[src/rtl/tt_vfp_encoder_seq_if.sv]
// Handshake bundle between the operand requester, the encoder sequencer and the
// downstream FP pipeline. The sequencer binds to the slave modport.
interface tt_vfp_encoder_seq_if #(
  parameter int NUM_LANES = 4,
  parameter int TAG_W     = 6
);
  logic                    i_req_valid;
  logic                    o_req_ready;
  logic [64*NUM_LANES-1:0] i_req_data;
  logic [1:0]              i_req_sew;
  logic                    i_req_widen;
  logic [TAG_W-1:0]        i_req_tag;
  logic                    i_flush;
  logic [64*NUM_LANES-1:0] o_enc_data;
  logic                    o_enc_sel;
  logic                    o_rsp_valid;
  logic                    i_rsp_ready;
  logic                    o_rsp_beat;
  logic                    o_rsp_last;
  logic [TAG_W-1:0]        o_rsp_tag;
  logic                    o_rsp_illegal;

  modport slave (
    input  i_req_valid, i_req_data, i_req_sew, i_req_widen, i_req_tag, i_flush, i_rsp_ready,
    output o_req_ready, o_enc_data, o_enc_sel, o_rsp_valid, o_rsp_beat, o_rsp_last,
           o_rsp_tag, o_rsp_illegal
  );

  modport master (
    output i_req_valid, i_req_data, i_req_sew, i_req_widen, i_req_tag, i_flush, i_rsp_ready,
    input  o_req_ready, o_enc_data, o_enc_sel, o_rsp_valid, o_rsp_beat, o_rsp_last,
           o_rsp_tag, o_rsp_illegal
  );
endinterface

[src/rtl/tt_vfp_encoder_seq.sv]
// Sequencer feeding vector operands into NUM_LANES FP encoder lanes: one beat for
// same-width requests, two beats (low then high 32-bit halves) for widening requests.
module tt_vfp_encoder_seq #(
  parameter int NUM_LANES = 4,
  parameter int TAG_W     = 6
) (
  input  logic                 i_clk,
  input  logic                 i_reset,
  tt_vfp_encoder_seq_if.slave  bus
);
  localparam int DW = 64 * NUM_LANES;
  localparam int HW = 32 * NUM_LANES;

  typedef enum logic [1:0] {
    IDLE  = 2'd0,
    BEAT0 = 2'd1,
    BEAT1 = 2'd2
  } state_t;

  state_t           state_q;
  logic [DW-1:0]    enc_data_q;
  logic [HW-1:0]    hi_q;
  logic             enc_sel_q;
  logic             valid_q;
  logic             beat_q;
  logic             last_q;
  logic [TAG_W-1:0] tag_q;
  logic             illegal_q;

  logic [DW-1:0]    lo_ext;
  logic [DW-1:0]    hi_ext;
  logic [HW-1:0]    hi_in;
  logic             widen_eff;
  logic             widen_bad;
  logic             rsp_fire;
  logic             req_ready;
  logic             accept;

  // NOTE: every variable assigned in always_comb gets a default first, so no path
  // leaves it unassigned and no latch is inferred.
  always_comb begin
    lo_ext = '0;
    hi_ext = '0;
    hi_in  = '0;
    for (int k = 0; k < NUM_LANES; k++) begin
      lo_ext[64*k +: 32] = bus.i_req_data[64*k +: 32];
      hi_in[32*k +: 32]  = bus.i_req_data[64*k+32 +: 32];
      hi_ext[64*k +: 32] = hi_q[32*k +: 32];
    end
  end

  assign widen_eff = bus.i_req_widen & ((bus.i_req_sew == 2'b01) | (bus.i_req_sew == 2'b10));
  assign widen_bad = bus.i_req_widen & ((bus.i_req_sew == 2'b11) | (bus.i_req_sew == 2'b00));
  assign rsp_fire  = valid_q & bus.i_rsp_ready;

  // Combinational from i_rsp_ready so a new request can follow the last beat directly.
  assign req_ready = ~bus.i_flush & ((state_q == IDLE) | (rsp_fire & last_q));
  assign accept    = bus.i_req_valid & req_ready;

  // NOTE: sequential state uses non-blocking assignments only, so every register
  // samples pre-edge values regardless of statement order.
  always_ff @(posedge i_clk or posedge i_reset) begin
    if (i_reset) begin
      state_q    <= IDLE;
      enc_data_q <= '0;
      hi_q       <= '0;
      enc_sel_q  <= 1'b0;
      valid_q    <= 1'b0;
      beat_q     <= 1'b0;
      last_q     <= 1'b0;
      tag_q      <= '0;
      illegal_q  <= 1'b0;
    end else if (bus.i_flush) begin
      state_q <= IDLE;
      valid_q <= 1'b0;
    end else if (accept) begin
      state_q    <= BEAT0;
      valid_q    <= 1'b1;
      beat_q     <= 1'b0;
      tag_q      <= bus.i_req_tag;
      illegal_q  <= widen_bad;
      hi_q       <= hi_in;
      enc_sel_q  <= widen_eff;
      last_q     <= ~widen_eff;
      enc_data_q <= widen_eff ? lo_ext : bus.i_req_data;
    end else if (rsp_fire) begin
      if (state_q == BEAT0 && !last_q) begin
        state_q    <= BEAT1;
        beat_q     <= 1'b1;
        last_q     <= 1'b1;
        enc_data_q <= hi_ext;
      end else begin
        state_q <= IDLE;
        valid_q <= 1'b0;
      end
    end
  end

  assign bus.o_req_ready   = req_ready;
  assign bus.o_enc_data    = enc_data_q;
  assign bus.o_enc_sel     = enc_sel_q;
  assign bus.o_rsp_valid   = valid_q;
  assign bus.o_rsp_beat    = beat_q;
  assign bus.o_rsp_last    = last_q;
  assign bus.o_rsp_tag     = tag_q;
  assign bus.o_rsp_illegal = illegal_q;
endmodule

[src/flat_wrapper.sv]
// flat-port wrapper written by rule: the top's interface ports become plain ports
module tt_vfp_encoder_seq_flat 
#(
  parameter int NUM_LANES = 4,
  parameter int TAG_W     = 6
)
  (i_clk, i_reset, bus_i_req_valid, bus_i_req_data, bus_i_req_sew, bus_i_req_widen, bus_i_req_tag, bus_i_flush, bus_i_rsp_ready, bus_o_req_ready, bus_o_enc_data, bus_o_enc_sel, bus_o_rsp_valid, bus_o_rsp_beat, bus_o_rsp_last, bus_o_rsp_tag, bus_o_rsp_illegal);
  tt_vfp_encoder_seq_if #(.NUM_LANES(NUM_LANES), .TAG_W(TAG_W)) bus_i ();
  input  logic i_clk;
  input  logic i_reset;
  input wire logic [$bits(bus_i.i_req_valid)-1:0] bus_i_req_valid;
  input wire logic [$bits(bus_i.i_req_data)-1:0] bus_i_req_data;
  input wire logic [$bits(bus_i.i_req_sew)-1:0] bus_i_req_sew;
  input wire logic [$bits(bus_i.i_req_widen)-1:0] bus_i_req_widen;
  input wire logic [$bits(bus_i.i_req_tag)-1:0] bus_i_req_tag;
  input wire logic [$bits(bus_i.i_flush)-1:0] bus_i_flush;
  input wire logic [$bits(bus_i.i_rsp_ready)-1:0] bus_i_rsp_ready;
  output wire logic [$bits(bus_i.o_req_ready)-1:0] bus_o_req_ready;
  output wire logic [$bits(bus_i.o_enc_data)-1:0] bus_o_enc_data;
  output wire logic [$bits(bus_i.o_enc_sel)-1:0] bus_o_enc_sel;
  output wire logic [$bits(bus_i.o_rsp_valid)-1:0] bus_o_rsp_valid;
  output wire logic [$bits(bus_i.o_rsp_beat)-1:0] bus_o_rsp_beat;
  output wire logic [$bits(bus_i.o_rsp_last)-1:0] bus_o_rsp_last;
  output wire logic [$bits(bus_i.o_rsp_tag)-1:0] bus_o_rsp_tag;
  output wire logic [$bits(bus_i.o_rsp_illegal)-1:0] bus_o_rsp_illegal;
  assign bus_i.i_req_valid = bus_i_req_valid;
  assign bus_i.i_req_data = bus_i_req_data;
  assign bus_i.i_req_sew = bus_i_req_sew;
  assign bus_i.i_req_widen = bus_i_req_widen;
  assign bus_i.i_req_tag = bus_i_req_tag;
  assign bus_i.i_flush = bus_i_flush;
  assign bus_i.i_rsp_ready = bus_i_rsp_ready;
  assign bus_o_req_ready = bus_i.o_req_ready;
  assign bus_o_enc_data = bus_i.o_enc_data;
  assign bus_o_enc_sel = bus_i.o_enc_sel;
  assign bus_o_rsp_valid = bus_i.o_rsp_valid;
  assign bus_o_rsp_beat = bus_i.o_rsp_beat;
  assign bus_o_rsp_last = bus_i.o_rsp_last;
  assign bus_o_rsp_tag = bus_i.o_rsp_tag;
  assign bus_o_rsp_illegal = bus_i.o_rsp_illegal;
  tt_vfp_encoder_seq #(.NUM_LANES(NUM_LANES), .TAG_W(TAG_W)) u_core (.i_clk(i_clk), .i_reset(i_reset), .bus(bus_i));
endmodule
[config.mk]
export PLATFORM = sky130hd
export DESIGN_NAME = tt_vfp_encoder_seq_flat
export DESIGN_NICKNAME = d
export VERILOG_FILES = /design/src/rtl/tt_vfp_encoder_seq_if.sv /design/src/rtl/tt_vfp_encoder_seq.sv /design/src/flat_wrapper.sv
export SDC_FILE = /design/constraint.sdc
export NUM_CORES = 1
export LEC_CHECK = 0
export ABC_AREA = 0
export CELL_PAD_IN_SITES_DETAIL_PLACEMENT = 0
export CELL_PAD_IN_SITES_GLOBAL_PLACEMENT = 1
export CORE_MARGIN = 3
export CORE_UTILIZATION = 41
export CTS_BUF_LIST = sky130_fd_sc_hd__clkbuf_2
export DETAILED_ROUTE_END_ITERATION = 7
export PLACE_DENSITY_LB_ADDON = 0.1
export SLEW_MARGIN = 0
export SYNTH_ARGS = -nofsm -noshare
export SYNTH_HDL_FRONTEND = slang
export SYNTH_SLANG_ARGS = --single-unit
[constraint.sdc]
create_clock -name i_clk -period 40.7 [get_ports i_clk]
set_clock_uncertainty 0.05 [all_clocks]
set_input_delay 8.14 -clock i_clk [delete_from_list [all_inputs] [get_ports i_clk]]
set_output_delay 8.14 -clock i_clk [all_outputs]
set_load 0.02 [all_outputs]
==> out/qor.yml <==
status: "complete, no violations"
rows: 77
arrival_ns: 10.45
hold_start: "u_core.hi_q[78]"
cp_common_cell: "clkdlybuf4s50_1"
fmax_ghz: 0.0537
reg2reg_from: "u_core.bus.o_rsp_last"
setup_violations: 0
syn2layout_area_growth_pct: 33.9
grt_pass1_vias: 17100
fin_setup_tns_ns: 0
cp.required_ns: 32.51
p_leak_nw: 9.97
fillers: 4021
coreArea_um2: 44300
root_buffer: "clkbuf_2"
avgSynthCellArea_um2: 11.0
htreeDepth: 3
endpoint_kind: "output pin"
rsz0062_at_grt: "no"
grt_remaining_overflow: 0
cts_tree: "built"
dp.final_hpwl_um: 42300
grt_max_degree: 167
postRouteAntennaNets: 0
grt_usage: 0.292
path_max_fanout: 57
maxSlewViolCount: 0
design_power_total_mw: 1.27
clkLatencyLatePin_ns: 1.02
netlist_instances: 1672
slowest_delay_ns: 0.66
start_util: 0.416
vias_per_cell: 5.85
synth.distinct_cells: 28
die_x_um: 218
synth-seq-cells: 397
synth_area_um2: 18500
yosysTopAreaCellShare: 0.538
max_cap_violations: 0
holdWs_ns: 0.444
clockBufferDepth: 3
holdCritPathClass: "register to register"
hold_viol: 0
syn_nets: 1942
slew_headroom: 0.149
num_io_pins: 538
firstDrtPassIters: 5
drc: 0
place_inst: 2611
place.gp.congestion: 0.793
start_kind: "input pin"
cts_sinks: 397
irDropWorstVdd_mv: 0.0272
crit_path_start: "bus_i_rsp_ready"
power_density_nw_per_um2: 51.4
placed_cell_area_um2: 23800
cts_hold_buf: 0
die_h_um: 218
dp_slack_ns: 22.04
finalNetCount: 2397
drive_gt1_frac: 0.156
min_period_over_period: 0.458
synth_area_leaders: "dfrtp_1 (54%), o21ai_0 (9.9%), mux2_2 (7.7%)"
die-area_um2: 47600
port_buffers: 537
path_clk_slew_ns: 0.08
setup_ws_ns: 22.06
drt-total-wl_um: 70900
final_cells: 2807
yosysWarnings: 0
numCtsBuffers: 106
drt_iter0_drc: 1427
post-cts-setup-buffers: 0
antenna_found_initial: 21
fin_crit_ns: 18.64
wl_per_cell_um: 25.3
yosysTopAreaCell: "dfrtp_1"
cts-resized-gates: 0
fin_util: 0.558
grt_first_pass_wirelength_um: 107000
final_area_um2: 24700
crit_path_top_delay_cell: "clkdlybuf4s50_1"
crit_type: "input pin to output pin"
ys_seq_area_frac: 0.538
dr_total_vias: 16400
worstMarginPinSlew_ns: 1.28
worstPathCellList: "clkdlybuf4s50_1, nand3_4, a21oi_1, clkdlybuf4s50_1"
==> per-layer routing <==
layer  GRT usage  routed length, µm
met2       0.455              33700
met4       0.118               2030
met5           0                 98
met1       0.373              29000
met3       0.101               6100
==> cell families (layout without fill, tap and decap cells) <==
group	Yosys count	count (layout)	synth area share
compound gates	648	648	0.212
flops	397	397	0.538
mux	265	265	0.153
buf+inv	220	749	0.0581
simple gates	141	141	0.0386
xor+xnor	1	1	0.000475
other cells	0	14	0
==> critical path, delay by kind of cell <==
kind | cells | cell delay (ns)
AO/OA/AOI/OAI | 1 | 0.42
buffers and inverters | 2 | 1.26
AND/OR/NAND/NOR | 1 | 0.62
==> path summary, 6_finish.rpt <==
kind	endpoint	slack [ns]	cells past startpoint
min	u_core.hi_q[78]	0.44	1
min reg2reg	u_core.hi_q[78]	0.44	1
max	bus_o_req_ready	22.06	4
min in group asynchronous	u_core.bus.o_enc_data[190]	7.66	2
max in group asynchronous	u_core.bus.o_enc_data[37]	31.37	3
max reg2reg	u_core.bus.o_enc_data[203]	36.83	5
==> registers in the layout (all words and copies together), names as in the netlist <==
register                  count
u_core.bus.o_enc_data       256
u_core.hi_q                 128
u_core.bus.o_rsp_tag          6
u_core.state_q                2
u_core.bus.o_enc_sel          1
u_core.bus.o_rsp_beat         1
u_core.bus.o_rsp_illegal      1
u_core.bus.o_rsp_last         1
u_core.bus.o_rsp_valid        1
==> area by class of cell <==
| cell class | instances | area, µm² | share of cell area |
|---|---|---|---|
| clock buffer | 170 | 851 | 0.0344 |
| clock inverter | 12 | 50.0 | 0.00203 |
| inverter | 5 | 30.0 | 0.00122 |
| timing repair buffer | 562 | 5570 | 0.226 |
| multi-input combinational | 1055 | 7500 | 0.303 |
| antenna | 14 | 35.0 | 0.00142 |
| sequential | 397 | 9930 | 0.402 |
| tap | 592 | 741 | 0.0300 |
==> where the power goes <==
group / switching (mW) / internal [mW] / total [mW]
Clock: 0.170 / 0.108 / 0.278
Combinational: 0.243 / 0.207 / 0.451
Sequential: 0.0514 / 0.491 / 0.543
Total: 0.465 / 0.807 / 1.27
==> cell usage in the layout (no fill, tap or decap), types with 18 or more instances in the layout <==
cell type	count
dfrtp_1	397
nand3_1	129
clkbuf_2	170
a2111oi_0	128
buf_4	25
clkdlybuf4s50_1	536
mux2i_1	130
a31oi_1	128
o21ai_1	18
o21ai_0	366
mux2_2	127
==> cells in the mapped netlist, drive strengths merged <==
cell type and n:
nor2 2, a31o 2, and3b 1, nand3b 1, nor3b 1, o21a 1, a2111oi 128, dfrtp 397
nand2 4, xnor2 1, or3b 1, nand3 130, a31oi 128, buf 55, or2 1, a211o 1
mux2 135, o21ai 384, a21oi 3, mux2i 130, inv 5, a211oi 1, clkbuf 160
Power figures use the tool's default switching activity.
